[config.mk]
export PLATFORM = sky130hd
export DESIGN_NAME = map_painter_flat
export DESIGN_NICKNAME = d
export VERILOG_FILES = /design/src/rtl/map_painter_pkg.sv /design/src/rtl/map_painter_if.sv /design/src/rtl/map_painter.sv /design/src/flat_wrapper.sv
export SDC_FILE = /design/constraint.sdc
export NUM_CORES = 1
export LEC_CHECK = 0
export CORE_MARGIN = 4
export CORE_UTILIZATION = 32
export DETAILED_ROUTE_END_ITERATION = 8
export SLEW_MARGIN = 20
export SYNTH_ARGS = -nofsm -noshare
export SYNTH_HDL_FRONTEND = slang
export SYNTH_SLANG_ARGS = --single-unit
[constraint.sdc]
create_clock -name clock -period 6.2 [get_ports clock]
set_input_delay 0.62 -clock clock [delete_from_list [all_inputs] [get_ports clock]]
set_output_delay 0.62 -clock clock [all_outputs]
set_load 0.05 [all_outputs]
[src/rtl/map_painter_pkg.sv]
// map_painter_pkg
//   Shared definitions for the background tile map write engine and for the
//   display-side reader: map geometry, address packing and FSM states.
//   Contents:
//     COL_W, ROW_W, COLOR_W  tile column / row index widths and colour width
//     ADDR_W                 tile RAM address width ({row, col})
//     MAP_COLS, MAP_ROWS     map size in tiles
//     state_t                fill engine states
//     tile_addr()            packs a row/column pair into a RAM address
package map_painter_pkg;

  localparam int COL_W    = 7;
  localparam int ROW_W    = 9;
  localparam int COLOR_W  = 12;
  localparam int ADDR_W   = ROW_W + COL_W;
  localparam int MAP_COLS = 128;
  localparam int MAP_ROWS = 512;

  typedef enum logic {
    IDLE = 1'b0,
    FILL = 1'b1
  } state_t;

  // The display path reads with exactly this packing, so both sides must
  // go through this function rather than building the address by hand.
  function automatic logic [ADDR_W-1:0] tile_addr(input logic [ROW_W-1:0] row,
                                                  input logic [COL_W-1:0] col);
    return {row, col};
  endfunction

endpackage

[src/rtl/map_painter_if.sv]
// map_painter_if
//   Fill-rectangle command channel (valid/ready) between scene logic and the
//   map painter.
//   Signals:
//     cmd_valid  producer -> engine  command present
//     cmd_ready  engine -> producer  engine is idle and will take a command
//     cmd_x0     producer -> engine  left tile column
//     cmd_y0     producer -> engine  top tile row
//     cmd_w      producer -> engine  width in tiles, 0..MAP_COLS
//     cmd_h      producer -> engine  height in tiles, 0..MAP_ROWS
//     cmd_color  producer -> engine  RGB444 fill colour
//   Modports: master (command producer), slave (map painter).
interface map_painter_if;
  import map_painter_pkg::*;

  logic               cmd_valid;
  logic               cmd_ready;
  logic [COL_W-1:0]   cmd_x0;
  logic [ROW_W-1:0]   cmd_y0;
  logic [COL_W:0]     cmd_w;
  logic [ROW_W:0]     cmd_h;
  logic [COLOR_W-1:0] cmd_color;

  modport master (
    output cmd_valid, cmd_x0, cmd_y0, cmd_w, cmd_h, cmd_color,
    input  cmd_ready
  );

  modport slave (
    input  cmd_valid, cmd_x0, cmd_y0, cmd_w, cmd_h, cmd_color,
    output cmd_ready
  );

endinterface

[src/rtl/map_painter.sv]
// map_painter
//   Write-side engine for the background tile RAM. Takes fill-rectangle
//   commands and writes the colour into every covered tile, one tile per
//   clock, row-major, clipped to the map edges.
//   Ports:
//     clock        system clock, rising edge
//     resetn       synchronous active-low reset
//     cmd          command channel (map_painter_if.slave)
//     busy         a fill is in progress
//     done         one-cycle pulse when a command has completed
//     mem_address  tile RAM write address {row, col}
//     mem_data     tile RAM write data (fill colour)
//     mem_wren     tile RAM write enable
module map_painter
  import map_painter_pkg::*;
(
  input  logic               clock,
  input  logic               resetn,
  map_painter_if.slave       cmd,
  output logic               busy,
  output logic               done,
  output logic [ADDR_W-1:0]  mem_address,
  output logic [COLOR_W-1:0] mem_data,
  output logic               mem_wren
);

  state_t             state_q, state_d;
  logic [COL_W-1:0]   col_q, col_d;
  logic [ROW_W-1:0]   row_q, row_d;
  logic [COL_W-1:0]   x0_q, x0_d;
  logic [COL_W-1:0]   last_col_q, last_col_d;
  logic [ROW_W-1:0]   last_row_q, last_row_d;
  logic [ADDR_W-1:0]  addr_d;
  logic [COLOR_W-1:0] data_d;
  logic               wren_d;
  logic               done_d;

  logic [COL_W:0]     avail_w, eff_w;
  logic [ROW_W:0]     avail_h, eff_h;
  logic [COL_W-1:0]   clip_last_col;
  logic [ROW_W-1:0]   clip_last_row;

  assign cmd.cmd_ready = (state_q == IDLE);
  assign busy          = (state_q == FILL);

  // Clip the incoming rectangle against the map edge. The room left to the
  // edge is always 1..MAP_COLS (1..MAP_ROWS), so the extra bit never wraps.
  // The last column/row is then computed modulo the index width: the true
  // value always lies inside the map, so dropping the top bit of the width
  // (e.g. a full 128-wide fill) still lands on the right index.
  always_comb begin
    avail_w       = (COL_W+1)'(MAP_COLS) - {1'b0, cmd.cmd_x0};
    avail_h       = (ROW_W+1)'(MAP_ROWS) - {1'b0, cmd.cmd_y0};
    eff_w         = (cmd.cmd_w < avail_w) ? cmd.cmd_w : avail_w;
    eff_h         = (cmd.cmd_h < avail_h) ? cmd.cmd_h : avail_h;
    clip_last_col = cmd.cmd_x0 + eff_w[COL_W-1:0] - COL_W'(1);
    clip_last_row = cmd.cmd_y0 + eff_h[ROW_W-1:0] - ROW_W'(1);
  end

  // Next-state and next-output logic. Each cycle in FILL shows one write on
  // the registered outputs; col_q/row_q track the tile currently presented,
  // so once it equals the last tile the next cycle becomes the done cycle.
  always_comb begin
    state_d    = state_q;
    col_d      = col_q;
    row_d      = row_q;
    x0_d       = x0_q;
    last_col_d = last_col_q;
    last_row_d = last_row_q;
    addr_d     = mem_address;
    data_d     = mem_data;
    wren_d     = 1'b0;
    done_d     = 1'b0;

    case (state_q)
      IDLE: begin
        if (cmd.cmd_valid) begin
          if ((eff_w == '0) || (eff_h == '0)) begin
            done_d = 1'b1;
          end else begin
            state_d    = FILL;
            x0_d       = cmd.cmd_x0;
            col_d      = cmd.cmd_x0;
            row_d      = cmd.cmd_y0;
            last_col_d = clip_last_col;
            last_row_d = clip_last_row;
            addr_d     = tile_addr(cmd.cmd_y0, cmd.cmd_x0);
            data_d     = cmd.cmd_color;
            wren_d     = 1'b1;
          end
        end
      end

      FILL: begin
        if ((col_q == last_col_q) && (row_q == last_row_q)) begin
          state_d = IDLE;
          done_d  = 1'b1;
        end else begin
          wren_d = 1'b1;
          if (col_q == last_col_q) begin
            col_d = x0_q;
            row_d = row_q + ROW_W'(1);
          end else begin
            col_d = col_q + COL_W'(1);
          end
          addr_d = tile_addr(row_d, col_d);
        end
      end

      default: state_d = IDLE;
    endcase
  end

  // State, scan counters and all outputs are registered here; reset drops
  // any fill in progress without a done pulse.
  always_ff @(posedge clock) begin
    if (!resetn) begin
      state_q     <= IDLE;
      col_q       <= '0;
      row_q       <= '0;
      x0_q        <= '0;
      last_col_q  <= '0;
      last_row_q  <= '0;
      mem_address <= '0;
      mem_data    <= '0;
      mem_wren    <= 1'b0;
      done        <= 1'b0;
    end else begin
      state_q     <= state_d;
      col_q       <= col_d;
      row_q       <= row_d;
      x0_q        <= x0_d;
      last_col_q  <= last_col_d;
      last_row_q  <= last_row_d;
      mem_address <= addr_d;
      mem_data    <= data_d;
      mem_wren    <= wren_d;
      done        <= done_d;
    end
  end

endmodule

[src/flat_wrapper.sv]
// flat-port wrapper written by rule: the top's interface ports become plain ports
module map_painter_flat import map_painter_pkg::*;
  (clock, resetn, busy, done, mem_address, mem_data, mem_wren, cmd_cmd_valid, cmd_cmd_x0, cmd_cmd_y0, cmd_cmd_w, cmd_cmd_h, cmd_cmd_color, cmd_cmd_ready);
  map_painter_if cmd_i ();
  input  logic clock;
  input  logic resetn;
  output logic busy;
  output logic done;
  output logic [ADDR_W-1:0] mem_address;
  output logic [COLOR_W-1:0] mem_data;
  output logic mem_wren;
  input wire logic [$bits(cmd_i.cmd_valid)-1:0] cmd_cmd_valid;
  input wire logic [$bits(cmd_i.cmd_x0)-1:0] cmd_cmd_x0;
  input wire logic [$bits(cmd_i.cmd_y0)-1:0] cmd_cmd_y0;
  input wire logic [$bits(cmd_i.cmd_w)-1:0] cmd_cmd_w;
  input wire logic [$bits(cmd_i.cmd_h)-1:0] cmd_cmd_h;
  input wire logic [$bits(cmd_i.cmd_color)-1:0] cmd_cmd_color;
  output wire logic [$bits(cmd_i.cmd_ready)-1:0] cmd_cmd_ready;
  assign cmd_i.cmd_valid = cmd_cmd_valid;
  assign cmd_i.cmd_x0 = cmd_cmd_x0;
  assign cmd_i.cmd_y0 = cmd_cmd_y0;
  assign cmd_i.cmd_w = cmd_cmd_w;
  assign cmd_i.cmd_h = cmd_cmd_h;
  assign cmd_i.cmd_color = cmd_cmd_color;
  assign cmd_cmd_ready = cmd_i.cmd_ready;
  map_painter u_core (.clock(clock), .resetn(resetn), .cmd(cmd_i), .busy(busy), .done(done), .mem_address(mem_address), .mem_data(mem_data), .mem_wren(mem_wren));
endmodule
## Yosys cells after proc, flatten, opt, wreduce, memory -nomap -nowiden

Index checks and enable logic that the tools add are counted.

- Add/sub/neg operators: 8
- $lt $le $gt $ge: 2
- Equal/unequal tests: 5
- Multiplexer cells: 24
- Bitwise operators: 2
- Reduce and logical (&&, ||, !) cells: 6

Operators by type and width:

| kind | count |
|---|---|
| two-way mux 16 bit | 3 |
| two-way mux 9 bit | 4 |
| case mux 16 bit (2 select lines) | 1 |
| two-way mux 7 bit | 4 |
| case mux 9 bit (2 select lines) | 1 |
| case mux 7 bit (2 select lines) | 1 |
| logical NOT 10 bit | 1 |
| < comparator 10 bit | 1 |
| two-way mux 10 bit | 1 |
| subtractor 10 x 9 -> 10 bit (first input constant) | 1 |
| adder 9 x 1 -> 9 bit (second input constant) | 1 |
| adder 9 bit | 1 |
| equality test 9 bit | 1 |
| subtractor 9 x 1 -> 9 bit (second input constant) | 1 |
| logical NOT 8 bit | 1 |
| < comparator 8 bit | 1 |
| two-way mux 8 bit | 1 |
| subtractor 8 x 7 -> 8 bit (first input constant) | 1 |
| adder 7 x 1 -> 7 bit (second input constant) | 1 |
| adder 7 bit | 1 |
| equality test 7 bit | 1 |
| subtractor 7 x 1 -> 7 bit (second input constant) | 1 |
| two-way mux 1 bit | 6 |
| inequality test 2 bit (second input constant) | 3 |
| 5 further kinds | 8 |

- Register bits: 69
- Bits of input ports: 49
- Output and inout port bits: 32

## Depth between registers and ports, before layout

Gate-level depths: netlist of the first run.

- Word-level depth: 8
- Gate-level depth with buffers: 26

## Worst setup path after synthesis of the first run

Ideal clock, no wire load.

- Path type: input port to flip-flop
- Start: input port cmd_cmd_y0[0]
- End: register u_core.last_row_q[8]
- Library setup time: 0.116 ns
- Arrival: 4.721 ns
- Required time: 6.084 ns
- Setup slack: 1.363 ns
- Stages on the path: 23
- Path buffers: 2
- Cell sequence: inv_1 ha_1 inv_1 ha_1 a21o_1 a221oi_1 o21ai_0 a222oi_1 o21a_1 buf_6 clkbuf_1 a21oi_1 ha_1 inv_1 ha_1 a21o_1 a21oi_1 o21bai_1 a21oi_1 o21ai_0 xnor2_1 xnor2_1 o211a_1

- Longest elaborated chain between the ends: 7
- Elaborated cells between the ends (all ways): 9
- Classes of those cells: add/sub (3); order compare (1); mux (1); bitwise (1); reduce/logical (3)

Ends and longest elaborated chain:

| what | RTL line | RTL |
|---|---|---|
| start, declared | flat_wrapper.sv:14 | `input wire logic [$bits(cmd_i.cmd_y0)-1:0] cmd_cmd_y0;` |
| parallel branches: the longest is 7 deep, another holds subtractor 10 x 9 -> 10 bit | n/a |  |
| end signal, assigned | map_painter.sv:134 | `last_row_q <= last_row_d;` |
| end, declared | map_painter.sv:32 | `logic [ROW_W-1:0] last_row_q, last_row_d;` |

Parallel ways; which one is timed is not known.
A chain may end at the register's enable or synchronous reset.

## Worst setup path after layout of the first run

Same ends and word-level chain as after synthesis.

==> flow_summary.toml, run 1 <==
[outcome]
status = "finished, final reports clean"

[synthesis]
syn_nets = 612
synth-xor-area-share = 0.0961
synthSimpleGateAreaFrac = 0.188
ys_ff_latch = 53
synth_compound_area_frac = 0.179
synthFlopType = "dfxtp_1"
syn_area_um2 = 4290
synthArstFlopShare = 0
yosys_warnings = 0
synth_top_family_by_area = "simple AND/OR/NAND/NOR gates"
syn_inst = 520
synthAdderAreaFrac = 0.129
seq_area_frac_synth = 0.248
synth-edff-count = 0
synthMuxAreaShare = 0.0823
syn_area_per_cell_um2 = 8.24
yosysUniqueCellTypes = 59

[layout]
fill_cells = 1345
diodes = 0
layout.nets = 683
area_growth_pct = 26.0
drive_above_1_share = 0.0389

[cts]
tritoncts = "built"
postCtsHoldBufs = 0
cts_setup_buffers = 0
clockBufferDepth = 2
cts-htree-levels = 2
clkTransAtPathRegs_ns = 0.07
cts_resized = 0
cts_root_buf = "clkbuf_16"
insertion_delay_ns = 0.30
numCtsBuffers = 5
cts.sinks = 53

[floorplan]
die_w_um = 124
row_count = 42
start_util = 0.325
dieArea_um2 = 15300
num_io_pins = 81
die_y_um = 124
core_um2 = 13200

[sta]
worst_pin_slew_ns = 0.685
clock.fmax_mhz = 192
setup_viol = 0
grt_setup_unrepaired = "no"
min_period_ns = 5.21
fin_crit_sh = 0.841
slew_headroom = 0.543
tns_ns = 0
drv_slew = 0
setup_ws_ns = 0.988
hold_viol = 0
skew_ns = 0.0101

[drt]
wl_per_cell_um = 15.5
vias = 3927
first_pass_iters = 4
drt_wl_total_um = 11900
drtIter0Drc = 204
drtAntennaViolNets = 0
vias_per_cell = 5.11
drc = 0

[setup_path]
r2r_slack_ns = 2.90
cp-start-kind = "input port"
path_class = "in2reg"
worst_setup_path_end_kind = "register"
critPathArrivalTime_ns = 5.39
worst_ep_required_time_ns = 6.38
crit_fanout = 7

[global_route]
grt_pass1_vias = 3882
grt_pass1_wl_um = 19300
antenna_found_initial = 0
grt-ovfl-total = 0
grt_use_total = 0.159
grt_max_degree = 50

[place]
dp_hpwl_um = 9210
place_ws_ns = 0.714
port_buffers = 80
place.gp.congestion = 0.855

[job]
maxCapViolations = 0

[power_and_ir_drop]
leakage_nw = 2.34
peakVddDrop_mv = 0.104
p_per_area_nw_per_um2 = 256

[hold_path]
min_path_type = "reg2reg"
==> synthesized netlist by cell type, types with 2 or more instances <==
| cell type | instances | area (um2) |
|---|---|---|
| xor2_1 | 19 | 166 |
| or2_1 | 4 | 25.0 |
| nand2b_1 | 4 | 25.0 |
| or4_1 | 2 | 15.0 |
| and2_1 | 4 | 25.0 |
| o2111ai_1 | 2 | 17.5 |
| o211ai_1 | 10 | 75.1 |
| clkbuf_1 | 13 | 48.8 |
| nor2b_1 | 22 | 138 |
| mux2i_1 | 33 | 330 |
| a221oi_1 | 2 | 17.5 |
| fa_1 | 2 | 40.0 |
| a21oi_1 | 38 | 190 |
| or3_1 | 2 | 12.5 |
| inv_1 | 51 | 191 |
| o211a_1 | 5 | 50.1 |
| ha_1 | 41 | 513 |
| buf_2 | 2 | 10.0 |
| a31o_1 | 2 | 17.5 |
| nor3_1 | 6 | 30.0 |
| a32o_1 | 3 | 30.0 |
| nand3b_1 | 2 | 15.0 |
| mux2_2 | 2 | 22.5 |
| dfxtp_1 | 53 | 1060 |
| a21boi_1 | 2 | 15.0 |
| buf_4 | 2 | 15.0 |
| o21a_1 | 4 | 30.0 |
| nand4_1 | 3 | 18.8 |
| xnor2_1 | 28 | 245 |
| a21o_1 | 5 | 37.5 |
| o21bai_1 | 3 | 22.5 |
| o21ai_0 | 11 | 55.1 |
| nor4_1 | 7 | 43.8 |
| and3_1 | 7 | 43.8 |
| nand3_1 | 17 | 85.1 |
| o32ai_1 | 6 | 52.6 |
| buf_6 | 6 | 67.6 |
| nand2_1 | 31 | 116 |
| nor2_1 | 39 | 146 |
| a211oi_1 | 3 | 22.5 |
| o22ai_1 | 4 | 25.0 |
==> kinds of logic after synthesis <==
kind of cell               after synthesis
muxes                                   35
buffers and inverters                   74
DFF                                     53
AOI/OAI and AO/OA                      112
and+or+nand+nor                        156
xor gates and xnor gates                47
adders and majority gates               43
==> power breakdown <==
part           leakage, nW  internal [mW]  switching (mW)  total [mW]
clock               0.0810          0.192           0.129       0.320
sequential           0.436          0.389          0.0503       0.439
combinational         1.83          0.266           0.358       0.625
total                 2.34          0.847           0.537        1.38
==> state kept, by name, indices dropped and copies added, names as in the netlist <==
signal and count:
u_core.col_q 6, u_core.done 1, u_core.last_col_q 7, u_core.last_row_q 9
u_core.mem_address 2, u_core.mem_data 12, u_core.mem_wren 1, u_core.row_q 8
u_core.x0_q 7
==> critical path, cell delays in order <==
cell and delay, ns:
clkdlybuf4s50_1 0.54, inv_1 0.13, ha_1 0.30, inv_1 0.10, ha_1 0.23, a21o_1 0.16, a221oi_1 0.29, o21ai_0 0.14
a222oi_1 0.47, o21a_1 0.31, nor2_1 0.08, a21oi_1 0.13, ha_1 0.28, inv_1 0.07, ha_1 0.22, a21o_1 0.18
a21oi_1 0.22, o21bai_1 0.09, a21oi_1 0.21, o21ai_0 0.15, xnor2_1 0.15, xnor2_1 0.13, o211a_1 0.20
==> layout by cell type (no fill, tap or decap), types with 3 or more instances in the layout <==
master,instances
nor2b_1,22
inv_1,51
mux2i_1,33
o21ai_0,11
a211oi_1,3
nor2_1,39
buf_4,6
nand2b_1,4
o22ai_1,4
o21a_1,3
nor4_1,7
o211ai_1,10
ha_1,41
xnor2_1,28
o21bai_1,3
clkdlybuf4s50_1,80
nand3_1,17
nand4_1,3
clkbuf_16,5
and2_1,4
xor2_1,19
a21oi_1,38
o32ai_1,6
o211a_1,5
a21o_1,5
or2_1,4
dfxtp_1,53
nor3_1,6
and3_1,7
a32o_1,3
nand2_1,31
==> final timing paths <==
path         cells after the start              endpoint                  from
min                              2  u_core.last_row_q[0]  u_core.last_row_q[0]
min reg2reg                      2  u_core.last_row_q[0]  u_core.last_row_q[0]
max reg2reg                      8       u_core.row_q[2]       u_core.col_q[2]
max                             23  u_core.last_row_q[8]         cmd_cmd_y0[0]
==> through the flow <==
step / cell area (um2) / hold slack, ns / total power, mW / utilization / instances
finish: 5400 / 0.470 / 1.38 / 0.409 / 768
floorplan: 4290 / 0.447 / 0.888 / - / 520
CTS: 5400 / 0.470 / 1.40 / 0.409 / 768
global placement: 5230 / 0.458 / 1.06 / 0.397 / 760
detailed placement: 5230 / 0.459 / 1.07 / 0.397 / 760
global route: 5400 / 0.496 / 1.48 / 0.409 / 768
==> layer usage <==
metal | global-route usage | vias up | part of all wire
met4 | 0.0478 | 0 | 0.017
met5 | 0 | - | 0
met2 | 0.294 | 88 | 0.51
li1 | - | 1974 | -
met3 | 0.0227 | 18 | 0.038
met1 | 0.188 | 1847 | 0.44
==> final cells by class <==
type | count | area, um2 | share of cell area
Clock buffer | 6 | 129 | 0.0239
Multi-Input combinational cell | 393 | 2890 | 0.536
Tap cell | 176 | 220 | 0.0408
Sequential cell | 53 | 1060 | 0.197
Clock inverter | 2 | 38.8 | 0.00718
Inverter | 51 | 191 | 0.0355
Timing Repair Buffer | 87 | 866 | 0.160
Note: power is estimated with default switching activity, not from simulation.
==> run 2, diff against run 1 <==
==> constraint.sdc (replaced) <==
create_clock -name clock -period 5.1 [get_ports clock]
set_input_delay 0.51 -clock clock [delete_from_list [all_inputs] [get_ports clock]]
set_output_delay 0.51 -clock clock [all_outputs]
set_load 0.05 [all_outputs]
==> flow_summary.toml, run 2 (same netlist as run 1, synthesis figures left out) <==
[outcome]
status = "finished, final reports clean"

[setup_path]
cp-start-kind = "input port"
cp_slowest_cell = "clkdlybuf4s50_1"
crit_fanout = 14
slowest_delay_ns = 0.51
r2r_slack_ns = 2.30
critPathArrivalTime_ns = 4.91
cpMostUsedCell = "inv_1"
worst_setup_path_end_kind = "register"
worst_ep_required_time_ns = 5.26
path_class = "in2reg"

[sta]
min_period_ns = 4.75
skew_ns = 0.00586
fin_crit_sh = 0.932
setup_viol = 0
hold_viol = 0
clock.fmax_mhz = 210
worst_pin_slew_ns = 0.568
tns_ns = 0
holdWs_ns = 0.470
drv_slew = 0
slew_headroom = 0.620

[floorplan]
num_io_pins = 81
start_util = 0.325
core_um2 = 13200
die_y_um = 124
dieArea_um2 = 15300
row_count = 42
die_w_um = 124

[layout]
regMostFlops = "u_core.mem_data"
layout_common_cells = "clkdlybuf4s50_1, dfxtp_1, inv_1"
diodes = 0
final_util = 0.420
final_common_cell = "clkdlybuf4s50_1"
largest_reg_flops = 12
area_growth_pct = 29.1
reg_top3 = "u_core.mem_data: 12 flops, u_core.last_row_q: 9 flops, u_core.row_q: 8 flops"
drive_above_1_share = 0.0674
final_cells = 784
layout.nets = 699
fill_cells = 1308

[drt]
wl_per_cell_um = 15.1
drtIter0Drc = 200
vias_per_cell = 5.13
drt_wl_total_um = 11900
drtAntennaViolNets = 0
first_pass_iters = 5
vias = 4024
drc = 0

[place]
place.gp.congestion = 0.865
port_buffers = 80
dp_hpwl_um = 9260
dp.cells = 776

[cts]
cts_setup_buffers = 0
clockBufferDepth = 2
tritoncts = "built"
cts.sinks = 53
numCtsBuffers = 5
cts_root_buf = "clkbuf_16"
clkTransAtPathRegs_ns = 0.07
cts-htree-levels = 2
cts_resized = 0
insertion_delay_ns = 0.29
postCtsHoldBufs = 0

[global_route]
grt_pass1_wl_um = 19400
grt_max_degree = 50
grt_pass1_vias = 4033
grt_use_total = 0.157
antenna_found_initial = 0
grt-ovfl-total = 0

[power_and_ir_drop]
leakage_nw = 2.43
power_mw = 1.70
peakVddDrop_mv = 0.159
p_per_area_nw_per_um2 = 308

[hold_path]
min_path_type = "reg2reg"

[job]
maxCapViolations = 0
==> run 2: cell type report <==
type                       instances  area, um2  share of cell area
inverter                          51        191              0.0346
sequential                        53       1060               0.192
multi-input combinational        393       2890               0.523
tap                              176        220              0.0398
clock inverter                     3       43.8             0.00791
clock buffer                       5        125              0.0226
timing repair buffer             103        998               0.180
==> run 2: metrics by stage <==
step / instance area [um2] / worst slack [ns]
after floorplan: 4290 / 0.373
after global placement: 5360 / 0.115
after detailed placement: 5360 / 0.00177
after CTS: 5530 / 0.284
after global routing: 5530 / -0.0619
final: 5530 / 0.349
==> run 2: worst max-delay path, delay by kind of cell <==
family / cells / cell delay [ns]
mux: 1 / 0.13
xor+xnor: 1 / 0.14
buf+inv: 7 / 1.03
compound gates: 10 / 1.80
fa+ha+maj: 5 / 1.25
simple gates: 1 / 0.05
==> run 2: final timing paths <==
path | from | endpoint | depth (start not counted)
min | u_core.last_col_q[2] | u_core.last_col_q[2] | 2
min reg2reg | u_core.last_col_q[2] | u_core.last_col_q[2] | 2
max reg2reg | u_core.col_q[4] | u_core.row_q[3] | 9
max | cmd_cmd_y0[1] | u_core.last_row_q[7] | 25
==> run 2: routing by layer <==
metal  up-vias  wire length, um  global-route usage
li1       1996                -                   -
met1      1930             4990               0.186
met2        82             6270               0.295
met3        16              397              0.0209
met4         0              188              0.0429
met5         -                0                   0
==> run 2: power by group <==
group	internal, mW	switching (mW)
clock network	0.233	0.154
registers	0.472	0.0609
logic	0.345	0.438
==> run 3, diff against run 2 <==
--- a/config.mk
+++ b/config.mk
@@ -8,6 +8,7 @@
 export CORE_MARGIN = 4
 export CORE_UTILIZATION = 32
 export DETAILED_ROUTE_END_ITERATION = 8
+export SETUP_SLACK_MARGIN = 0.05
 export SLEW_MARGIN = 20
 export SYNTH_ARGS = -nofsm -noshare
 export SYNTH_HDL_FRONTEND = slang
==> flow_summary.toml, run 3 (same netlist as run 1, synthesis figures left out) <==
[floorplan]
die_w_um = 124
dieArea_um2 = 15300
core_um2 = 13200
num_io_pins = 81
start_util = 0.325
row_count = 42
die_y_um = 124

[cts]
cts_setup_buffers = 0
tritoncts = "built"
clkTransAtPathRegs_ns = 0.07
postCtsHoldBufs = 0
insertion_delay_ns = 0.29
clockBufferDepth = 2
cts-htree-levels = 2
cts.sinks = 53
numCtsBuffers = 5
cts_root_buf = "clkbuf_16"
cts_resized = 0

[sta]
fin_crit_sh = 0.928
tns_ns = 0
slew_headroom = 0.616
skew_ns = 0.00494
worst_pin_slew_ns = 0.574
clock.fmax_mhz = 211
setup_viol = 0
min_period_ns = 4.73
drv_slew = 0
hold_viol = 0

[power_and_ir_drop]
leakage_nw = 2.43
p_per_area_nw_per_um2 = 308
peakVddDrop_mv = 0.159
swShare = 0.384
power.switching_uw = 656
internal-power_mw = 1.05
clockPowerShare = 0.227
pwr-share-seq = 0.312
p_comb_frac = 0.461
power_mw = 1.71

[global_route]
grt-ovfl-total = 0
grt_max_degree = 50
grt_use_total = 0.157
grt_pass1_vias = 4033
grt_pass1_wl_um = 19400
antenna_found_initial = 0

[layout]
drive_above_1_share = 0.0707
final_common_cell = "clkdlybuf4s50_1"
reg_top3 = "u_core.mem_data: 12 flops, u_core.last_row_q: 9 flops, u_core.row_q: 8 flops"
regMostFlops = "u_core.mem_data"
area_growth_pct = 29.5
diodes = 0
layout.nets = 699
layout_common_cells = "clkdlybuf4s50_1, dfxtp_1, inv_1"
largest_reg_flops = 12

[drt]
first_pass_iters = 4
drtIter0Drc = 211
drc = 0
vias = 4011
drtAntennaViolNets = 0
vias_per_cell = 5.12
wl_per_cell_um = 15.2
drt_wl_total_um = 11900

[setup_path]
worst_ep_required_time_ns = 5.26
crit_end = "u_core.last_row_q[7]"
crit_start = "cmd_cmd_y0[1]"
worst_setup_path_end_kind = "register"
timing.rr.start = "u_core.col_q[4]"
path_class = "in2reg"
r2r-end = "u_core.row_q[3]"
critPathArrivalTime_ns = 4.90
cp-start-kind = "input port"
r2r_cells = 9
crit_fanout = 7
r2r_slack_ns = 2.27

[outcome]
status = "finished, final reports clean"

[place]
dp_hpwl_um = 9260
place.gp.congestion = 0.865
port_buffers = 80

[hold_path]
min_path_type = "reg2reg"

[job]
maxCapViolations = 0
-- run 3: cell counts in the layout (fill, tap and decap cells not counted) --
No cell type changed its count.
-- run 3: routing by layer --
metal	up-vias	track usage	wire [um]
li1	1998	-	-
met5	-	0	0
met1	1916	0.186	5040
met2	81	0.295	6250
met4	0	0.0429	185
met3	16	0.0209	422
-- run 3: layout make-up --
type | instances | area [um2]
inverters | 51 | 191
fillers | 1307 | 7640
repair buffers | 103 | 1000
clock inverters | 3 | 43.8
well taps | 176 | 220
clock buffers | 5 | 125
multi-input cells | 393 | 2910
flip-flops and latches | 53 | 1060
-- run 3: worst min-delay path by stage --
| stage | depth (start not counted) | slack [ns] | endpoint | startpoint |
|---|---|---|---|---|
| 2_1_floorplan | 2 | 0.45 | u_core.last_row_q[0] | u_core.last_row_q[0] |
| 3_3_place_gp | 2 | 0.46 | u_core.last_row_q[2] | u_core.last_row_q[2] |
| 3_5_place_dp | 2 | 0.46 | u_core.last_col_q[2] | u_core.last_col_q[2] |
| 4_1_cts | 2 | 0.47 | u_core.last_col_q[2] | u_core.last_col_q[2] |
| 5_1_grt | 2 | 0.49 | u_core.last_row_q[2] | u_core.last_row_q[2] |
| 6_report | 2 | 0.47 | u_core.last_col_q[2] | u_core.last_col_q[2] |
-- run 3: metrics by stage --
step	setup WS, ns	cells	instance area (um2)	hold slack, ns	util
after global placement	0.115	776	5360	0.458	0.407
after detailed placement	0.00177	776	5360	0.463	0.407
after global routing	-0.0191	784	5550	0.494	0.421
after floorplan	0.373	520	4290	0.447	-
after CTS	0.284	784	5530	0.473	0.419
final	0.367	784	5550	0.470	0.421
-- run 3: worst max-delay path, stage by stage --
cell and delay (ns):
clkdlybuf4s50_1 0.51, inv_1 0.08, ha_1 0.27, inv_1 0.06, ha_1 0.27, a21o_1 0.17
a221oi_2 0.28, o21ai_1 0.12, a222oi_1 0.39, o21a_2 0.29, nor2_1 0.05, a21oi_1 0.13
ha_1 0.24, inv_1 0.05, ha_1 0.16, inv_1 0.05, fa_1 0.39, inv_1 0.07
a21oi_1 0.06, o21bai_1 0.20, a21o_1 0.14, a21oi_1 0.08, xnor2_1 0.14, mux2i_1 0.13
nor2_1 0.05
-- run 3: power groups by stage --
stage	Combinational, mW	Clock (mW)	Sequential (mW)
CTS	0.790	0.399	0.533
global route	0.866	0.413	0.542
detailed placement	0.785	0	0.543
floorplan	0.451	0	0.628
global placement	0.773	0	0.541
finish	0.787	0.387	0.533
